$ cat config.mk
export PLATFORM = sky130hd
export DESIGN_NAME = uart_text_console
export DESIGN_NICKNAME = d
export VERILOG_FILES = /design/src/rtl/uart_text_console.sv
export SDC_FILE = /design/constraint.sdc
export NUM_CORES = 1
export LEC_CHECK = 0
export CORE_UTILIZATION = 36
export CTS_CLUSTER_SIZE = 40
export DETAILED_ROUTE_END_ITERATION = 10
export DONT_BUFFER_PORTS = 1
export GPL_ROUTABILITY_DRIVEN = 0
export PLACE_DENSITY_LB_ADDON = 0.08
export REMOVE_ABC_BUFFERS = 1
export SETUP_SLACK_MARGIN = 0.5
export SYNTH_ARGS = -nofsm -noshare
export SYNTH_HDL_FRONTEND = slang
export SYNTH_SLANG_ARGS = --single-unit
$ cat constraint.sdc
create_clock -name clk -period 7.01 [get_ports clk]
set_input_delay 0.701 -clock clk [delete_from_list [all_inputs] [get_ports clk]]
set_output_delay 0.701 -clock clk [all_outputs]
set_load 0.02 [all_outputs]
$ cat src/rtl/uart_text_console.sv
// UART byte stream to LCD text VRAM writer: cursor tracking, control codes,
// line wrap with row clearing, and an input FIFO that keeps filling during clears.
module uart_text_console #(
    parameter int         COLS       = 50,
    parameter int         ROWS       = 15,
    parameter int         ADDR_W     = 12,
    parameter int         FIFO_DEPTH = 16,
    parameter logic [7:0] BLANK      = 8'h20
) (
    input  logic              clk,
    input  logic              reset,
    input  logic [7:0]        rx_data,
    input  logic              rx_valid,
    input  logic              clear_req,
    output logic              vram_ce,
    output logic [ADDR_W-1:0] vram_addr,
    output logic [7:0]        vram_data,
    output logic [5:0]        cursor_col,
    output logic [3:0]        cursor_row,
    output logic              busy,
    output logic              overflow
);

    localparam int                PTR_W      = $clog2(FIFO_DEPTH);
    localparam logic [5:0]        LAST_COL   = 6'(COLS - 1);
    localparam logic [3:0]        LAST_ROW   = 4'(ROWS - 1);
    localparam logic [ADDR_W-1:0] LINE_END   = ADDR_W'(COLS - 1);
    localparam logic [ADDR_W-1:0] SCREEN_END = ADDR_W'(COLS * ROWS - 1);
    localparam logic [ADDR_W-1:0] ROW_STEP   = ADDR_W'(COLS);

    typedef enum logic [2:0] {
        S_IDLE, S_DECODE, S_PUT, S_CLEAR_LINE, S_CLEAR_ALL
    } state_t;

    state_t            state_q, state_d;
    logic [7:0]        char_q, char_d;
    logic              bs_q, bs_d;
    logic [5:0]        col_q, col_d;
    logic [3:0]        row_q, row_d;
    logic [ADDR_W-1:0] row_base_q, row_base_d;
    logic [ADDR_W-1:0] cnt_q, cnt_d;
    logic              pend_q, pend_d;
    logic [PTR_W:0]    wr_ptr_q, wr_ptr_d, rd_ptr_q, rd_ptr_d;
    logic              vram_ce_q, vram_ce_d;
    logic [ADDR_W-1:0] vram_addr_q, vram_addr_d;
    logic [7:0]        vram_data_q, vram_data_d;
    logic              busy_q, busy_d;
    logic              overflow_q, overflow_d;
    logic [7:0]        mem_q [FIFO_DEPTH];

    logic              fifo_empty, fifo_full, push, pop, is_print, last_row;
    logic [3:0]        next_row;
    logic [ADDR_W-1:0] next_base;

    assign fifo_empty = (wr_ptr_q == rd_ptr_q);
    assign fifo_full  = (wr_ptr_q[PTR_W] != rd_ptr_q[PTR_W]) &&
                        (wr_ptr_q[PTR_W-1:0] == rd_ptr_q[PTR_W-1:0]);
    // A pending or fresh clear takes priority over draining the FIFO.
    assign pop        = (state_q == S_IDLE) && !pend_q && !clear_req && !fifo_empty;
    assign push       = rx_valid && (!fifo_full || pop);
    assign is_print   = (char_q >= 8'h20) && (char_q <= 8'h7E);
    assign last_row   = (row_q == LAST_ROW);
    assign next_row   = last_row ? 4'd0 : row_q + 4'd1;
    assign next_base  = last_row ? '0 : row_base_q + ROW_STEP;

    always_ff @(posedge clk) begin
        if (push) mem_q[wr_ptr_q[PTR_W-1:0]] <= rx_data;
    end

    always_ff @(posedge clk or posedge reset) begin
        if (reset) begin
            state_q     <= S_CLEAR_ALL;
            char_q      <= '0;
            bs_q        <= 1'b0;
            col_q       <= '0;
            row_q       <= '0;
            row_base_q  <= '0;
            cnt_q       <= '0;
            pend_q      <= 1'b0;
            wr_ptr_q    <= '0;
            rd_ptr_q    <= '0;
            vram_ce_q   <= 1'b0;
            vram_addr_q <= '0;
            vram_data_q <= '0;
            busy_q      <= 1'b1;
            overflow_q  <= 1'b0;
        end else begin
            state_q     <= state_d;
            char_q      <= char_d;
            bs_q        <= bs_d;
            col_q       <= col_d;
            row_q       <= row_d;
            row_base_q  <= row_base_d;
            cnt_q       <= cnt_d;
            pend_q      <= pend_d;
            wr_ptr_q    <= wr_ptr_d;
            rd_ptr_q    <= rd_ptr_d;
            vram_ce_q   <= vram_ce_d;
            vram_addr_q <= vram_addr_d;
            vram_data_q <= vram_data_d;
            busy_q      <= busy_d;
            overflow_q  <= overflow_d;
        end
    end

    always_comb begin
        state_d = state_q;
        case (state_q)
            S_IDLE: begin
                if (pend_q || clear_req) state_d = S_CLEAR_ALL;
                else if (!fifo_empty)    state_d = S_DECODE;
            end
            S_DECODE: begin
                if (is_print)                           state_d = S_PUT;
                else if (char_q == 8'h0A)               state_d = S_CLEAR_LINE;
                else if (char_q == 8'h08 && col_q != 0) state_d = S_PUT;
                else if (char_q == 8'h0C)               state_d = S_CLEAR_ALL;
                else                                    state_d = S_IDLE;
            end
            S_PUT:        state_d = (!bs_q && col_q == LAST_COL) ? S_CLEAR_LINE : S_IDLE;
            S_CLEAR_LINE: if (cnt_q == LINE_END)   state_d = S_IDLE;
            S_CLEAR_ALL:  if (cnt_q == SCREEN_END) state_d = S_IDLE;
            default:      state_d = S_IDLE;
        endcase
    end

    always_comb begin
        char_d      = char_q;
        bs_d        = bs_q;
        col_d       = col_q;
        row_d       = row_q;
        row_base_d  = row_base_q;
        pend_d      = pend_q;
        vram_ce_d   = 1'b0;
        vram_addr_d = vram_addr_q;
        vram_data_d = vram_data_q;
        wr_ptr_d    = wr_ptr_q + (PTR_W + 1)'(push);
        rd_ptr_d    = rd_ptr_q + (PTR_W + 1)'(pop);
        overflow_d  = rx_valid && !push;
        busy_d      = (state_d != S_IDLE);
        cnt_d       = ((state_q == S_CLEAR_LINE || state_q == S_CLEAR_ALL) && state_d == state_q)
                      ? cnt_q + 1'b1 : '0;
        if (clear_req && state_q != S_IDLE && state_q != S_CLEAR_ALL) pend_d = 1'b1;
        case (state_q)
            S_IDLE: begin
                if (pop) begin
                    char_d = mem_q[rd_ptr_q[PTR_W-1:0]];
                    bs_d   = 1'b0;
                end
            end
            S_DECODE: begin
                if (!is_print) begin
                    if (char_q == 8'h0D) col_d = '0;
                    if (char_q == 8'h0A) begin
                        row_d      = next_row;
                        row_base_d = next_base;
                    end
                    // Backspace reuses PUT to blank the cell without moving the cursor again.
                    if (char_q == 8'h08 && col_q != 0) begin
                        col_d  = col_q - 6'd1;
                        char_d = BLANK;
                        bs_d   = 1'b1;
                    end
                end
            end
            S_PUT: begin
                vram_ce_d   = 1'b1;
                vram_addr_d = row_base_q + ADDR_W'(col_q);
                vram_data_d = char_q;
                if (!bs_q) begin
                    if (col_q == LAST_COL) begin
                        col_d      = '0;
                        row_d      = next_row;
                        row_base_d = next_base;
                    end else begin
                        col_d = col_q + 6'd1;
                    end
                end
            end
            S_CLEAR_LINE: begin
                vram_ce_d   = 1'b1;
                vram_addr_d = row_base_q + cnt_q;
                vram_data_d = BLANK;
            end
            S_CLEAR_ALL: begin
                vram_ce_d   = 1'b1;
                vram_addr_d = cnt_q;
                vram_data_d = BLANK;
                if (cnt_q == SCREEN_END) begin
                    col_d      = '0;
                    row_d      = '0;
                    row_base_d = '0;
                    pend_d     = 1'b0;
                end
            end
            default: ;
        endcase
    end

    assign vram_ce    = vram_ce_q;
    assign vram_addr  = vram_addr_q;
    assign vram_data  = vram_data_q;
    assign cursor_col = col_q;
    assign cursor_row = row_q;
    assign busy       = busy_q;
    assign overflow   = overflow_q;

endmodule

==> metrics.log <==
[metrics] vias per cell: between 5 and 6
[metrics] max frequency: 280.4 MHz
[metrics] final worst path period need: around 3.6 ns
[metrics] maximum number of pins on one net before global-route repair: 41
[metrics] most used cell along the critical path: o211ai_1
[metrics] initial cell density of the core: 36.56%
[metrics] most used standard cells in the synthesized netlist: edfxtp_1, dfrtp_1, nor2_1
[metrics] RSZ-0062 raised after global routing: false
[metrics] fraction of final layout cells sized beyond drive strength 1: between 15 and 20%
[metrics] maximum single-stage delay on the critical path: 0.70 ns
[metrics] Netlist cell types: between 70 and 80
[metrics] capturing element type of the critical path: register
[metrics] most instantiated flip-flop cell in the synthesis netlist: edfxtp_1
[metrics] total wire length: roughly 22000 um
[metrics] endpoint of the worst register-to-register path: vram_addr[11]$_DFFE_PP0P_
[metrics] total DRC errors in the routed layout: 0
[metrics] number of violations reported at the end of detailed-routing iteration 0: 477
[metrics] number of clock sinks seen by CTS: 207
[metrics] source-to-sink clock delay at the later pin of the worst-skew pair: about 0.52 ns
[metrics] portion of the clock cycle consumed by the worst path in the final layout: 50.87%
[metrics] fraction of synthesized cell area taken by the top area cell type: between 40% and 50%
[metrics] via count of the first global-routing pass: roughly 5.9k
[metrics] met1 track demand over resource: between 20% and 30%
[metrics] ordered cell list for the critical path: nor2b_1 -> nand2_1 -> mux2_2 -> ha_1 -> a21oi_1 -> o211ai_1 -> nand3_1 -> o311ai_0 -> o211ai_1
[metrics] measured slew at the worst slew-check pin: ~1.2 ns
[metrics] Final nets: a little over 700
[metrics] HPWL Detailed: between 15000 and 20000 um
[metrics] WP data arrival: 3.95 ns
[metrics] number of iterations in the first detailed-routing pass: 5
[metrics] number of standard cells after synthesis: just under 700
[metrics] flop-to-flop setup slack: ~3.4 ns
[metrics] final core utilization: between 40% and 50%
[metrics] CTS Hold Buffers Added: 0
[metrics] final setup TNS: 0 ns
[metrics] status: complete, no violations
[metrics] row cnt: 59
[metrics] vertical extent of the die: about 160 um
[metrics] type of element launching the critical path: register
[metrics] clock slew seen by the registers of the worst setup and hold paths: 0.06 ns
[metrics] average size of a mapped cell: around 14 sq um
[metrics] remaining max-slew budget at the tightest pin: between 20% and 30%
[metrics] Port Buffer Count: 0
[metrics] grt met3 use: 2.612%
[metrics] final number of hold-violating endpoints: 0
[metrics] critical setup path kind: register to register
[metrics] cell with the most instances after synthesis: edfxtp_1
[metrics] number of antenna violations at the first check in global routing: 0
[metrics] area overhead of the layout relative to synthesis: 12.41%
[metrics] DR vias: around 5.7k
[metrics] CTS Buffer Depth: 3
[metrics] Worst Path Required: 7.39 ns
[metrics] final antenna diode count: 0
[metrics] Max rail drop VDD: between 150 and 200 uV
[metrics] H-tree depth: 1
[metrics] largest fanout on the critical path: 12
[metrics] Routed WL per cell: roughly 21 um
[metrics] number of synthesized flops with an enable pin: 128
[metrics] post-detailed-route count of antenna-violating nets: 0
[metrics] Total GRT Usage: ~17%
[metrics] area enclosed by the die boundary: ~0.027 sq mm
[metrics] die width: ~160 um
[metrics] Core Region: between 0.02 and 0.03 sq mm
[metrics] post-cts resize count: 0
[metrics] buffers inserted during post-CTS setup optimization: 0
[metrics] root buf cell: clkbuf_16
[metrics] Top Usage Layer GRT: met2
[metrics] hold slack: between 0.15 and 0.2 ns
[metrics] cell area power density: ~270 mW/mm^2
[metrics] cell with the largest stage delay on the worst path: nor2b_1
[metrics] flip-flop and latch count after synthesis: between 200 and 250
[metrics] final setup violation count: 0
[metrics] leakage component of the power: 3.833 nW
[metrics] Register-to-Register Path Depth: 9
[metrics] Yosys top cell by area: edfxtp_1
[metrics] worst r2r src: state_q[1]$_DFF_PP0_
[metrics] Worst Skew: approximately 0.011 ns
[metrics] worst min path class: input pin to async pin
[metrics] global-route wire length before repair: 34420 um
[metrics] async set-or-reset flop fraction in the synthesized netlist: between 30% and 40%
[metrics] met2 Use GR: approximately 31%
[metrics] Max-Cap Viols: 0
[metrics] total I/O pin count: 45
[metrics] final slew viol count: 0
[metrics] share of the yosys chip area belonging to registers: around three fifths
[metrics] number of buffers inserted during clock tree synthesis: 24
[metrics] top post-synthesis cells by area: edfxtp_1, dfrtp_1, mux4_2
[metrics] synthesized cell area: ~0.0095 sq mm
[metrics] number of warnings reported in the yosys synthesis log: 0
[metrics] CTS tree: done
[metrics] total congestion overflow after global routing: 0
[metrics] post-route total power: around 2.9 mW
[metrics by stage]
step / cell area [sq um] / setup WS, ns / instances
final: 10680 / 3.444 / 1030
after global routing: 10680 / 3.125 / 1030
after CTS: 10680 / 3.429 / 1030
after detailed placement: 9839 / 3.480 / 987
after global placement: 9839 / 3.536 / 987
after floorplan: 9350 / 3.671 / 643
[state kept, by name, summed over array words and instances (netlist names)]
register / count
state_q: 3
cursor_col: 6
vram_data: 8
cnt_q: 12
vram_ce: 1
overflow: 1
wr_ptr_q: 5
pend_q: 1
cursor_row: 4
mem_q: 128
bs_q: 1
row_base_q: 11
char_q: 8
vram_addr: 12
busy: 1
rd_ptr_q: 5
[critical path, delay by kind of cell, from the launching register on]
kind	cells	cell delay (ns)
compound gates	4	0.96
fa+ha+maj	1	0.33
flops	1	0.50
mux	1	0.36
simple gates	3	1.28
[layout by cell type, fill, tap and decap left out, types with 17 or more instances in the layout]
cell type	count
nand3_1	26
o21ai_0	32
xnor2_1	17
dfrtp_1	76
edfxtp_1	128
ha_1	23
nor2_1	55
inv_1	19
nand2_1	30
mux4_2	40
clkbuf_16	24
[power by group]
group	internal (mW)	leakage, nW	switching, mW
registers	1.39	2.17	0.0466
clock network	0.811	0.410	0.486
logic	0.0558	1.25	0.100
total	2.26	3.83	0.633
[worst max path at each step]
stage                                      from                   endpoint  slack (ns)
final                      state_q[1]$_DFF_PP0_  vram_addr[11]$_DFFE_PP0P_        3.44
after global routing       state_q[1]$_DFF_PP0_  vram_addr[10]$_DFFE_PP0P_        3.13
after CTS                  state_q[1]$_DFF_PP0_  vram_addr[10]$_DFFE_PP0P_        3.43
after detailed placement   state_q[1]$_DFF_PP0_  vram_addr[10]$_DFFE_PP0P_        3.48
after global placement     state_q[1]$_DFF_PP0_  vram_addr[10]$_DFFE_PP0P_        3.54
after floorplan           rd_ptr_q[0]$_DFF_PP0_      mem_q[0][0]$_DFFE_PP_        3.67
[routing by layer]
| layer | vias to the layer above | wire [um] |
|---|---|---|
| li1 | 2622 | - |
| met3 | 31 | 889 |
| met2 | 123 | 11580 |
| met4 | 0 | 454 |
| met5 | - | 0 |
| met1 | 2920 | 9064 |
[cell type report]
cell class	instances	area, sq um
Sequential cell	207	5824
Inverter	20	76.32
Multi-Input combinational cell	416	3452
Clock buffer	32	660.6
Clock inverter	11	177.7
Tap cell	335	419.2
Timing Repair Buffer	9	67.56
Fill cell	2405	15310
[logic make-up (layout without fill, tap and decap cells)]
group           count (synthesis)  count (layout)  share of synthesized area [%]
simple gates                  190             190                          10.48
buf+inv                        53              72                          2.358
flops                         207             207                          61.30
mux                            48              48                          10.43
fa+ha+maj                      24              24                          3.240
other cells                     1               1                        0.03948
xor+xnor                       28              28                          2.582
compound gates                125             125                          9.563
Power figures use the tool's default switching activity.
